<file path="src/rtl/uart_paddle_ctrl_if.sv">
// Byte/frame inputs and paddle command outputs of the UART paddle controller.
// The slave modport is the controller side; master is the driver/observer side.
interface uart_paddle_ctrl_if;
  logic [7:0] rx_data;
  logic       rx_valid;
  logic       frame_tick;
  logic       p1_up;
  logic       p1_down;
  logic       p2_up;
  logic       p2_down;
  logic       pause;
  logic       game_reset;
  logic       cmd_err;

  modport master (
    output rx_data, rx_valid, frame_tick,
    input  p1_up, p1_down, p2_up, p2_down, pause, game_reset, cmd_err
  );

  modport slave (
    input  rx_data, rx_valid, frame_tick,
    output p1_up, p1_down, p2_up, p2_down, pause, game_reset, cmd_err
  );
endinterface

</file>
<file path="src/rtl/uart_paddle_ctrl.sv">
// Decodes 0xA5-prefixed UART commands into paddle hold/pause/reset controls.
// Optional macro CMD_TIMEOUT_EN adds a WAIT_CMD inactivity timeout.
module uart_paddle_ctrl #(
  parameter int unsigned HOLD_FRAMES    = 4,
  parameter int unsigned TIMEOUT_CYCLES = 25000
) (
  input logic               clk25MHz,
  input logic               rst_n,
  uart_paddle_ctrl_if.slave bus
);

  localparam logic [7:0] Hdr    = 8'hA5;
  localparam logic [7:0] HoldLd = 8'(HOLD_FRAMES);

  if (HOLD_FRAMES < 1 || HOLD_FRAMES > 255 || TIMEOUT_CYCLES < 1 || TIMEOUT_CYCLES > 65535)
  begin : g_param_chk
    $error("uart_paddle_ctrl: HOLD_FRAMES or TIMEOUT_CYCLES out of range");
  end

  typedef enum logic [1:0] {StWaitHdr, StWaitCmd, StExec} state_e;

  state_e          state_q, state_d;
  logic [7:0]      cmd_q, cmd_d;
  logic [1:0][7:0] cnt_q, cnt_d;
  logic [1:0]      up_q, up_d, dn_q, dn_d;
  logic            pause_q, pause_d;
  logic            game_reset_q, game_reset_d;
  logic            cmd_err_q, cmd_err_d;

`ifdef CMD_TIMEOUT_EN
  localparam logic [15:0] TmoLast = 16'(TIMEOUT_CYCLES - 1);
  logic [15:0] tmo_q, tmo_d;
`endif

  always_comb begin
    state_d      = state_q;
    cmd_d        = cmd_q;
    cnt_d        = cnt_q;
    up_d         = up_q;
    dn_d         = dn_q;
    pause_d      = pause_q;
    game_reset_d = 1'b0;
    cmd_err_d    = 1'b0;
`ifdef CMD_TIMEOUT_EN
    tmo_d        = tmo_q;
`endif

    // Frame aging first so that a same-cycle EXEC load below overrides it.
    if (!pause_q && bus.frame_tick) begin
      for (int p = 0; p < 2; p++) begin
        if (cnt_q[p] != 8'd0) begin
          cnt_d[p] = cnt_q[p] - 8'd1;
          if (cnt_q[p] == 8'd1) begin
            up_d[p] = 1'b0;
            dn_d[p] = 1'b0;
          end
        end
      end
    end

    case (state_q)
      StWaitHdr: begin
        if (bus.rx_valid && bus.rx_data == Hdr) begin
          state_d = StWaitCmd;
`ifdef CMD_TIMEOUT_EN
          tmo_d   = '0;
`endif
        end
      end

      StWaitCmd: begin
        if (bus.rx_valid) begin
          if (bus.rx_data == Hdr) begin
`ifdef CMD_TIMEOUT_EN
            tmo_d = '0;
`endif
          end else begin
            cmd_d   = bus.rx_data;
            state_d = StExec;
          end
        end
`ifdef CMD_TIMEOUT_EN
        else if (tmo_q == TmoLast) begin
          state_d   = StWaitHdr;
          cmd_err_d = 1'b1;
          tmo_d     = '0;
        end else begin
          tmo_d = tmo_q + 16'd1;
        end
`endif
      end

      StExec: begin
        state_d   = StWaitHdr;
        cmd_err_d = bus.rx_valid;
        case (cmd_q)
          8'h01: if (!pause_q) begin cnt_d[0] = HoldLd; up_d[0] = 1'b1; dn_d[0] = 1'b0; end
          8'h02: if (!pause_q) begin cnt_d[0] = HoldLd; up_d[0] = 1'b0; dn_d[0] = 1'b1; end
          8'h03: if (!pause_q) begin cnt_d[1] = HoldLd; up_d[1] = 1'b1; dn_d[1] = 1'b0; end
          8'h04: if (!pause_q) begin cnt_d[1] = HoldLd; up_d[1] = 1'b0; dn_d[1] = 1'b1; end
          8'h10: begin
            pause_d = ~pause_q;
            up_d    = '0;
            dn_d    = '0;
            // Leaving pause restarts hold counters from zero.
            if (pause_q) cnt_d = '0;
          end
          8'h20: begin
            game_reset_d = 1'b1;
            pause_d      = 1'b0;
            cnt_d        = '0;
            up_d         = '0;
            dn_d         = '0;
          end
          default: cmd_err_d = 1'b1;
        endcase
      end

      default: state_d = StWaitHdr;
    endcase
  end

  always_ff @(posedge clk25MHz or negedge rst_n) begin
    if (!rst_n) begin
      state_q      <= StWaitHdr;
      cmd_q        <= 8'h00;
      cnt_q        <= '0;
      up_q         <= '0;
      dn_q         <= '0;
      pause_q      <= 1'b0;
      game_reset_q <= 1'b0;
      cmd_err_q    <= 1'b0;
    end else begin
      state_q      <= state_d;
      cmd_q        <= cmd_d;
      cnt_q        <= cnt_d;
      up_q         <= up_d;
      dn_q         <= dn_d;
      pause_q      <= pause_d;
      game_reset_q <= game_reset_d;
      cmd_err_q    <= cmd_err_d;
    end
  end

`ifdef CMD_TIMEOUT_EN
  always_ff @(posedge clk25MHz or negedge rst_n) begin
    if (!rst_n) tmo_q <= '0;
    else        tmo_q <= tmo_d;
  end
`endif

  assign bus.p1_up      = up_q[0];
  assign bus.p1_down    = dn_q[0];
  assign bus.p2_up      = up_q[1];
  assign bus.p2_down    = dn_q[1];
  assign bus.pause      = pause_q;
  assign bus.game_reset = game_reset_q;
  assign bus.cmd_err    = cmd_err_q;

endmodule

</file>
<file path="src/flat_wrapper.sv">
// flat-port wrapper written by rule: the top's interface ports become plain ports
module uart_paddle_ctrl_flat 
#(
  parameter int unsigned HOLD_FRAMES    = 4,
  parameter int unsigned TIMEOUT_CYCLES = 25000
)
  (clk25MHz, rst_n, bus_rx_data, bus_rx_valid, bus_frame_tick, bus_p1_up, bus_p1_down, bus_p2_up, bus_p2_down, bus_pause, bus_game_reset, bus_cmd_err);
  uart_paddle_ctrl_if bus_i ();
  input logic clk25MHz;
  input logic rst_n;
  input wire logic [$bits(bus_i.rx_data)-1:0] bus_rx_data;
  input wire logic [$bits(bus_i.rx_valid)-1:0] bus_rx_valid;
  input wire logic [$bits(bus_i.frame_tick)-1:0] bus_frame_tick;
  output wire logic [$bits(bus_i.p1_up)-1:0] bus_p1_up;
  output wire logic [$bits(bus_i.p1_down)-1:0] bus_p1_down;
  output wire logic [$bits(bus_i.p2_up)-1:0] bus_p2_up;
  output wire logic [$bits(bus_i.p2_down)-1:0] bus_p2_down;
  output wire logic [$bits(bus_i.pause)-1:0] bus_pause;
  output wire logic [$bits(bus_i.game_reset)-1:0] bus_game_reset;
  output wire logic [$bits(bus_i.cmd_err)-1:0] bus_cmd_err;
  assign bus_i.rx_data = bus_rx_data;
  assign bus_i.rx_valid = bus_rx_valid;
  assign bus_i.frame_tick = bus_frame_tick;
  assign bus_p1_up = bus_i.p1_up;
  assign bus_p1_down = bus_i.p1_down;
  assign bus_p2_up = bus_i.p2_up;
  assign bus_p2_down = bus_i.p2_down;
  assign bus_pause = bus_i.pause;
  assign bus_game_reset = bus_i.game_reset;
  assign bus_cmd_err = bus_i.cmd_err;
  uart_paddle_ctrl #(.HOLD_FRAMES(HOLD_FRAMES), .TIMEOUT_CYCLES(TIMEOUT_CYCLES)) u_core (.clk25MHz(clk25MHz), .rst_n(rst_n), .bus(bus_i));
endmodule
</file>
<file path="config.mk">
export PLATFORM = sky130hd
export DESIGN_NAME = uart_paddle_ctrl_flat
export DESIGN_NICKNAME = d
export VERILOG_FILES = /design/src/rtl/uart_paddle_ctrl_if.sv /design/src/rtl/uart_paddle_ctrl.sv /design/src/flat_wrapper.sv
export SDC_FILE = /design/constraint.sdc
export NUM_CORES = 1
export LEC_CHECK = 0
export BUFFER_PORTS_ARGS = -buffer_cell sky130_fd_sc_hd__buf_4
export CAP_MARGIN = 10
export CORE_UTILIZATION = 40
export DETAILED_ROUTE_END_ITERATION = 8
export PLACE_DENSITY = 0.68
export SLEW_MARGIN = 20
export SYNTH_ARGS = -nofsm -noshare
export SYNTH_HDL_FRONTEND = slang
export SYNTH_SLANG_ARGS = --single-unit
</file>
<file path="constraint.sdc">
create_clock -name clk25MHz -period 1.9 [get_ports clk25MHz]
set_clock_uncertainty 0.05 [all_clocks]
set_input_delay 0.19 -clock clk25MHz [delete_from_list [all_inputs] [get_ports clk25MHz]]
set_output_delay 0.19 -clock clk25MHz [all_outputs]
set_load 0.005 [all_outputs]
</file>
# Word-level counts from Yosys, hierarchy flattened

Cells that the tools add are included.
Widths: inputs -> output; s select.

Flip-flop bits (word level): 33
Latch bits: 0
Memory bits (writable): 0
Memory bits (read-only): 0
Bits of input ports: 12
Output and inout port bits: 7
Word-level logic and storage cells: 83
Memories: 0

Add/sub/neg operators: 2
Multiply operators: 0
Divide/modulo/power cells: 0
Order comparisons: 0
Equality and inequality tests: 14
Shift-type cells: 0
Multiplexer cells: 42
Bitwise gates (word level): 2
Reduce and logical (&&, ||, !) cells: 14

Operators with widths:

| cell                | count |
|---|---|
| $mux 16             | 3 |
| $pmux 8 s3          | 2 |
| $mux 8              | 4 |
| $eq 8x1->1 const B  | 3 |
| $mux 1              | 20 |
| $eq 8x2->1 const B  | 2 |
| $reduce_bool 8->1   | 2 |
| $sub 8x1->8 const B | 2 |
| $mux 2              | 7 |
| $pmux 1 s3          | 4 |
| $eq 8x3->1 const B  | 1 |
| $eq 8x5->1 const B  | 1 |
| $eq 8x6->1 const B  | 1 |
| $eq 8x8->1 const B  | 1 |
| $reduce_and 3->1    | 2 |
| $reduce_or 2->1     | 3 |
| $reduce_or 6->1     | 1 |
| $ne 2x2->1 const B  | 2 |
| $pmux 2 s2          | 1 |
| $eq 2x1->1 const B  | 1 |
| $eq 2x2->1 const B  | 1 |
| $logic_and 1x1->1   | 2 |
| $logic_not 2->1     | 1 |
| $ne 2x1->1 const B  | 1 |
| 5 further kinds     | 6 |

# Depth between registers and ports, before layout

Gate-level depths: netlist of the first run.

Depth in word-level cells: 7
Gate-level depth with buffers: 8
Gate-level depth less buffers: 7

# Worst setup path after synthesis of the first run

Ideal clock, no wire load.

Path kind: flip-flop to flip-flop
Start: register u_core.pause_q, in the netlist u_core.bus.pause
End: register u_core.cnt_q[4] (netlist bit)
Setup time: 0.122 ns
Arrival time: 1.883 ns
Required time: 1.728 ns
Path slack: -0.155 ns
Cell stages (with the launch flop): 8
Clock period less this slack: 2.055 ns
Cells stage by stage: dfrtp_1 -> clkbuf_1 -> or3b_1 -> or4b_1 -> buf_2 -> and3_4 -> o21ai_2 -> o21ai_1

RTL lines:

| element                  | line                    | source |
|---|---|---|
| start: declaration       | uart_paddle_ctrl.sv:26  | `logic pause_q, pause_d;` |
| start signal: assignment | uart_paddle_ctrl.sv:139 | `pause_q <= pause_d;` |
| end signal: assignment   | uart_paddle_ctrl.sv:136 | `cnt_q <= cnt_d;` |
| end: declaration         | uart_paddle_ctrl.sv:24  | `logic [1:0][7:0] cnt_q, cnt_d;` |

==> qor.yml, run 1 <==
crit_fanout: 6
final_cell_mix: "63 x buf_4, 31 x dfrtp_1, 17 x nand2_1"
fin_tns_setup_ns: -0.823
clockBufferDepth: 2
tightestPinTransition_ns: 0.700
clk_latency_ns: 0.30
crit_path_max_incr_delay_ns: 0.56
rrSetupSlack_ns: -0.1
hold_class: "primary input to register"
antenna_left: 0
slew_viol_final: 0
finalInstanceArea_mm2: 0.00286
synth_nets: 238
clkPwrFrac: 0.196
synth_seq_area_share: 0.409
die_area_mm2: 0.00533
fp.dieW_um: 73.0
grt_pass1_vias: 1914
root_buffer: "clkbuf_8"
switching_share: 0.350
floorplan.initialDensity: 0.422
worst_ep_arrival_time_ns: 2.13
ctsHtreeMaxLevel: 2
path_cells: "or4_4 > or4b_4 > and3_4 > o21ai_2 > o21ai_1"
max_freq_mhz: 501
p_sw_uw: 927
crit_type: "register to register"
areaGrowthSynthToFinish_pct: 41.9
synth-seq-cells: 33
antenna_found_initial: 0
hpwl_mm: 3.53
synth-edff-count: 0
cp_slowest_cell: "or4b_4"
finalSetupViolCount: 15
hp-start: "bus_rx_data[0]"
nNetsFinal: 304
viasPerCell: 5.35
rows: 25
seqPwrFrac: 0.398
placed_area_mm2: 0.00250
numCtsBuffers: 5
cp.required_ns: 2.03
maxCapViolations: 0
r2r_cells: 5
avgRoutedWirePerCell_um: 15.0
io_buffers: 18
min_period_over_period: 1.05
synthCells: 220
vias: 1894
fin_ws_ns: -0.0961
stdcell_count: 354
p_leak_nw: 1.33
worstSetupEndpointType: "register"
powerDensity_mw_per_mm2: 924
violations: "negative setup slack"
dieHeight_um: 73.0
crit_path_start: "u_core.cnt_q[6]$_DFF_PN0_"
avgSynthCellArea_um2: 9.17
hold_viol_final: 0
r2r_start: "u_core.cnt_q[6]$_DFF_PN0_"
cts_tree: "built"
synthArstFlopShare: 1.00
final_common_cell: "buf_4"
rsz0062_at_grt: "true"
gp_congestion: 0.797
min_to: "u_core.cmd_q[0]$_DFFE_PN0P_"
min_period_ns: 2.00
hold_path_depth: 3
core-area_mm2: 0.00479
peakVddDrop_mv: 0.423
antenna_cells: 0
combPwrFrac: 0.406
synth_cell_types: 54
first_pass_iters: 4
yosysTopAreaCell: "dfrtp_1"
p_int_mw: 1.72
yosysTopAreaCellShare: 0.409
clkTransAtPathRegs_ns: 0.07
startpoint_type: "register"
finalWirelength_mm: 5.32
cts_sinks: 33
grt_max_degree: 34
r2r-end: "u_core.cnt_q[4]$_DFF_PN0_"
track_usage: 0.216
grt_pass1_wl_mm: 8.59
drt_iter0_markers: 91
syn_area_mm2: 0.00202
drc: 0
slew-limit-headroom: 0.531
p_total_mw: 2.65
synth_area_leaders: "dfrtp_1 41%, nand3_1 4.0%, ha_1 3.7%"
yosysWarnings: 0
num_io_pins: 19
dp.cells: 335
grt.overflow.total: 0
drive_gt1_frac: 0.415
synth_ff_type: "dfrtp_1"
status: "complete, but fails checks"
cells in the mapped netlist (3+ instances only):
library cell and count:
o22ai_1 3, nor4_1 3, clkbuf_1 7, nand2b_1 3, mux2_2 5, and3_1 6, nand3_1 16, dfrtp_1 33
a21oi_1 10, inv_1 14, nand2_1 18, nor3_1 5, buf_2 3, ha_1 6, mux2i_1 3, o21ai_0 12
nor2_1 17, a31oi_1 7, nand3b_1 4
kinds of logic (layout without fill, tap and decap cells):
| logic type | count (synthesis) | after routing | synth area share |
|---|---|---|---|
| AO/OA/AOI/OAI | 51 | 52 | 0.176 |
| AND/OR/NAND/NOR | 95 | 95 | 0.274 |
| adder cells (fa/ha/maj) | 6 | 6 | 0.0372 |
| multiplexers | 8 | 8 | 0.0428 |
| XOR/XNOR | 2 | 2 | 0.00868 |
| buffers and inverters | 25 | 91 | 0.0521 |
| flip-flops | 33 | 33 | 0.409 |
area by class of cell:
cell class | instances | area (um^2)
clock buffer | 6 | 72.6
clock inverter | 2 | 10.0
fill | 407 | 1920
inverter | 14 | 52.6
multi-input combinational | 163 | 1280
sequential | 33 | 828
tap | 67 | 83.8
timing repair buffer | 69 | 539
routing by layer:
metal / vias up / track usage / routed length (um)
li1: 941 / - / -
met1: 897 / 0.253 / 2310
met2: 39 / 0.367 / 2690
met3: 17 / 0.0511 / 156
met4: 0 / 0.109 / 170
met5: - / 0 / 0
per-stage QoR:
stage / hold WS, ns / util / worst slack, ns
floorplan: -0.156 / - / -0.108
global placement: 0.109 / 0.523 / -0.149
detailed placement: 0.110 / 0.523 / -0.202
CTS: 0.0549 / 0.569 / -0.0882
global route: 0.0785 / 0.598 / -0.170
finish: 0.0642 / 0.598 / -0.0961
worst max-delay path, delay by kind of cell, from the launching register on:
family           cells  cell delay (ns)
flip-flops           1             0.38
AO/OA/AOI/OAI        2             0.17
AND/OR/NAND/NOR      3             1.29
how the worst max path moves through the flow:
stage / to / slack (ns) / depth (start not counted)
finish: u_core.cnt_q[4]$_DFF_PN0_ / -0.1 / 5
global placement: u_core.dn_q[0]$_DFF_PN0_ / -0.15 / 5
CTS: u_core.cnt_q[1]$_DFF_PN0_ / -0.09 / 5
detailed placement: u_core.up_q[0]$_DFF_PN0_ / -0.20 / 5
floorplan: u_core.cnt_q[4]$_DFF_PN0_ / -0.11 / 7
global route: u_core.cnt_q[14]$_DFF_PN0_ / -0.17 / 5
power by group through the flow:
stage	combinational (mW)	sequential [mW]	clock [mW]
final	1.08	1.05	0.518
after global routing	1.17	1.08	0.558
after CTS	0.981	1.04	0.531
after detailed placement	0.895	1.06	0
after global placement	0.877	1.05	0
after floorplan	0.521	1.04	0
flip-flops by register name, summed over array words and instances (netlist names):
name and cells:
u_core.cnt_q 16, u_core.cmd_q 8, u_core.dn_q 2, u_core.state_q 2, u_core.up_q 2, u_core.bus.cmd_err 1, u_core.bus.game_reset 1, u_core.bus.pause 1
repair_timing:
action	CTS	global route
buffers inserted	4	5
hold buffers	1	0
pin swaps	8	8
endpoints found under the hold margin	33	0
resized for setup	18	23
cloned	1	0
setup endpoints to repair	21	19
Power figures use the tool's default switching activity.
==> run 2: changes to the inputs <==
--- a/config.mk
+++ b/config.mk
@@ -5,11 +5,12 @@
 export SDC_FILE = /design/constraint.sdc
 export NUM_CORES = 1
 export LEC_CHECK = 0
+export ABC_AREA = 1
 export BUFFER_PORTS_ARGS = -buffer_cell sky130_fd_sc_hd__buf_4
 export CAP_MARGIN = 10
 export CORE_UTILIZATION = 40
 export DETAILED_ROUTE_END_ITERATION = 8
-export PLACE_DENSITY = 0.68
+export PLACE_DENSITY = 0.67
 export SLEW_MARGIN = 20
 export SYNTH_ARGS = -nofsm -noshare
 export SYNTH_HDL_FRONTEND = slang
==> run 2 against run 1 <==
The run now ends clean. Synthesized area rose by 9.1%. Worst setup slack gained 0.32 ns. Via count is 1.6% higher. Non-clock buffer count down 49. Fmax increased by 19%. Wire length down 17%. Highest routed layer unchanged. Critical endpoint is now u_core.cnt_q[11]$_DFF_PN0_. Count of clock-buffer cells in the layout is 1 lower. Utilization decreased by 11 points. Largest power group is now registers.
==> qor.yml, run 2 <==
status: "finished, final reports clean"
dieHeight_um: 76.2
clkTransAtPathRegs_ns: 0.07
synth_ff_type: "dfrtp_1"
cts_sinks: 33
synth_cell_types: 27
num_io_pins: 19
hold_viol_final: 0
grt_pass1_wl_mm: 8.11
min_period_ns: 1.67
floorplan.initialDensity: 0.423
powerDensity_mw_per_mm2: 1220
gp_congestion: 0.877
cts_tree: "built"
synth_nets: 321
grt_pass1_vias: 1884
slew_viol_final: 0
areaGrowthSynthToFinish_pct: 14.9
top_regs: "u_core.cnt_q (16), u_core.cmd_q (8)"
finalWirelength_mm: 4.43
synth-edff-count: 0
postLayoutCoreUtil: 0.486
viasPerCell: 4.83
hpwl_mm: 3.33
drt_iter0_markers: 110
synthCells: 303
grt.overflow.total: 0
synth_common_cells: "100 x nand2_1, 35 x nor2_1, 33 x dfrtp_1, 33 x inv_1, 14 x o21ai_0"
yosysTopAreaCellShare: 0.375
min_period_over_period: 0.880
slew-limit-headroom: 0.711
pre_cts_slack_ns: 0.236
crit_top_cell: "inv_1"
hold_class: "primary input to register"
max_freq_mhz: 598
synth.most_common_cell: "nand2_1"
rows: 26
peakVddDrop_mv: 0.441
crit_path_max_incr_delay_ns: 0.41
fin_ws_ns: 0.228
yosysTopAreaCell: "dfrtp_1"
tightestPinTransition_ns: 0.434
yosysWarnings: 0
antenna_found_initial: 0
regMostFlops: "u_core.cnt_q"
antenna_left: 0
cts_resized: 0
worst_ep_arrival_time_ns: 1.79
largest_reg_flops: 16
final_common_cell: "nand2_1"
synthArstFlopShare: 1.00
avgRoutedWirePerCell_um: 11.1
worstSetupEndpointType: "register"
rsz0062_at_grt: "false"
startpoint_type: "register"
nNetsFinal: 346
avgSynthCellArea_um2: 7.26
stdcell_count: 398
drc: 0
finalInstanceArea_mm2: 0.00253
crit_fanout: 5
path_delay_family: "simple AND/OR/NAND/NOR gates"
dp.cells: 390
first_pass_iters: 4
fin_tns_setup_ns: 0
synth-seq-cells: 33
critPathBufInv: 3
cp.required_ns: 2.02
syn_area_mm2: 0.00220
path_cells: "inv_1 > ha_1 > inv_1 > nor3_1 > nand3_1 > inv_1 > nor2_1 > nand2_1 > o21ai_1"
fp.dieW_um: 76.2
clockBufferDepth: 2
grt_max_degree: 34
p_total_mw: 3.08
clk_latency_ns: 0.28
cp_slowest_cell: "dfrtp_1"
io_buffers: 18
synth_area_leaders: "dfrtp_1 38%, nand2_1 17%, nor2_1 6.0%"
drive_gt1_frac: 0.195
cts_setup_buffers: 0
cts_hold_buf: 1
ctsHtreeMaxLevel: 2
numCtsBuffers: 5
vias: 1924
hold_ws_ns: 0.0549
synth_seq_area_share: 0.375
die_area_mm2: 0.00580
p_leak_nw: 1.32
placed_area_mm2: 0.00241
core-area_mm2: 0.00520
root_buffer: "clkbuf_8"
track_usage: 0.172
antenna_cells: 0
final_cell_mix: "100 x nand2_1, 35 x nor2_1, 33 x inv_1, 33 x dfrtp_1, 19 x buf_4"
maxCapViolations: 0
crit_type: "register to register"
finalSetupViolCount: 0
run 2: cell types whose count changed in the layout (fill, tap and decap cells not counted), sizes merged, moves of 4 or more:
cell / previous run / this run
a31oi: 7 / 0
and3: 7 / 0
buf: 68 / 19
inv: 14 / 39
mux2: 5 / 0
nand2: 18 / 110
nand3b: 4 / 0
nand4: 0 / 5
nor2: 17 / 49
o21ai: 15 / 22
run 2: final timing paths:
| path | from | endpoint | slack [ns] | depth (start not counted) |
|---|---|---|---|---|
| min in group asynchronous | rst_n | u_core.cnt_q[7]$_DFF_PN0_ | 0.34 | 2 |
| hold / removal | bus_rx_valid | u_core.state_q[0]$_DFFE_PN0P_ | 0.05 | 2 |
| setup reg to reg | u_core.cnt_q[8]$_DFF_PN0_ | u_core.cnt_q[11]$_DFF_PN0_ | 0.23 | 9 |
| hold reg to reg | u_core.cnt_q[0]$_DFF_PN0_ | u_core.cnt_q[0]$_DFF_PN0_ | 0.49 | 2 |
| setup / recovery | u_core.cnt_q[8]$_DFF_PN0_ | u_core.cnt_q[11]$_DFF_PN0_ | 0.23 | 9 |
| max in group asynchronous | rst_n | u_core.cmd_q[5]$_DFFE_PN0P_ | 1.15 | 2 |
run 2: cells by family after synthesis:
family / count (synthesis) / synth area share
compound gates: 30 / 0.0694
flops: 33 / 0.375
buf+inv: 42 / 0.0767
fa+ha+maj: 6 / 0.0341
xor+xnor: 3 / 0.0119
simple gates: 189 / 0.433
run 2: power by group:
group | switching (mW) | leakage, nW | total (mW) | internal [mW]
clock network | 0.257 | 0.0540 | 0.638 | 0.381
registers | 0.302 | 0.395 | 1.26 | 0.961
logic | 0.706 | 0.871 | 1.18 | 0.478
run 2: final cells by class:
cell class	count	area (um^2)
Clock inverter	2	35.0
Clock buffer	5	68.8
Multi-Input combinational cell	228	1210
Timing Repair Buffer	20	153
Tap cell	70	87.6
Sequential cell	33	826
Inverter	40	153
Fill cell	526	2680
run 2: per-layer routing:
| metal | part of all wire | track usage | wire [um] |
|---|---|---|---|
| met5 | 0 | 0 | 0 |
| met3 | 0.032 | 0.0323 | 140 |
| met1 | 0.47 | 0.222 | 2070 |
| met2 | 0.49 | 0.290 | 2180 |
| met4 | 0.010 | 0.0596 | 46 |
run 2: worst register-to-register path, cell delays in order (launching register included):
cell     delay, ns
dfrtp_1       0.41
inv_1         0.16
ha_1          0.17
inv_1         0.05
nor3_1        0.20
nand3_1       0.23
inv_1         0.14
nor2_1        0.06
nand2_1       0.06
o21ai_1       0.06
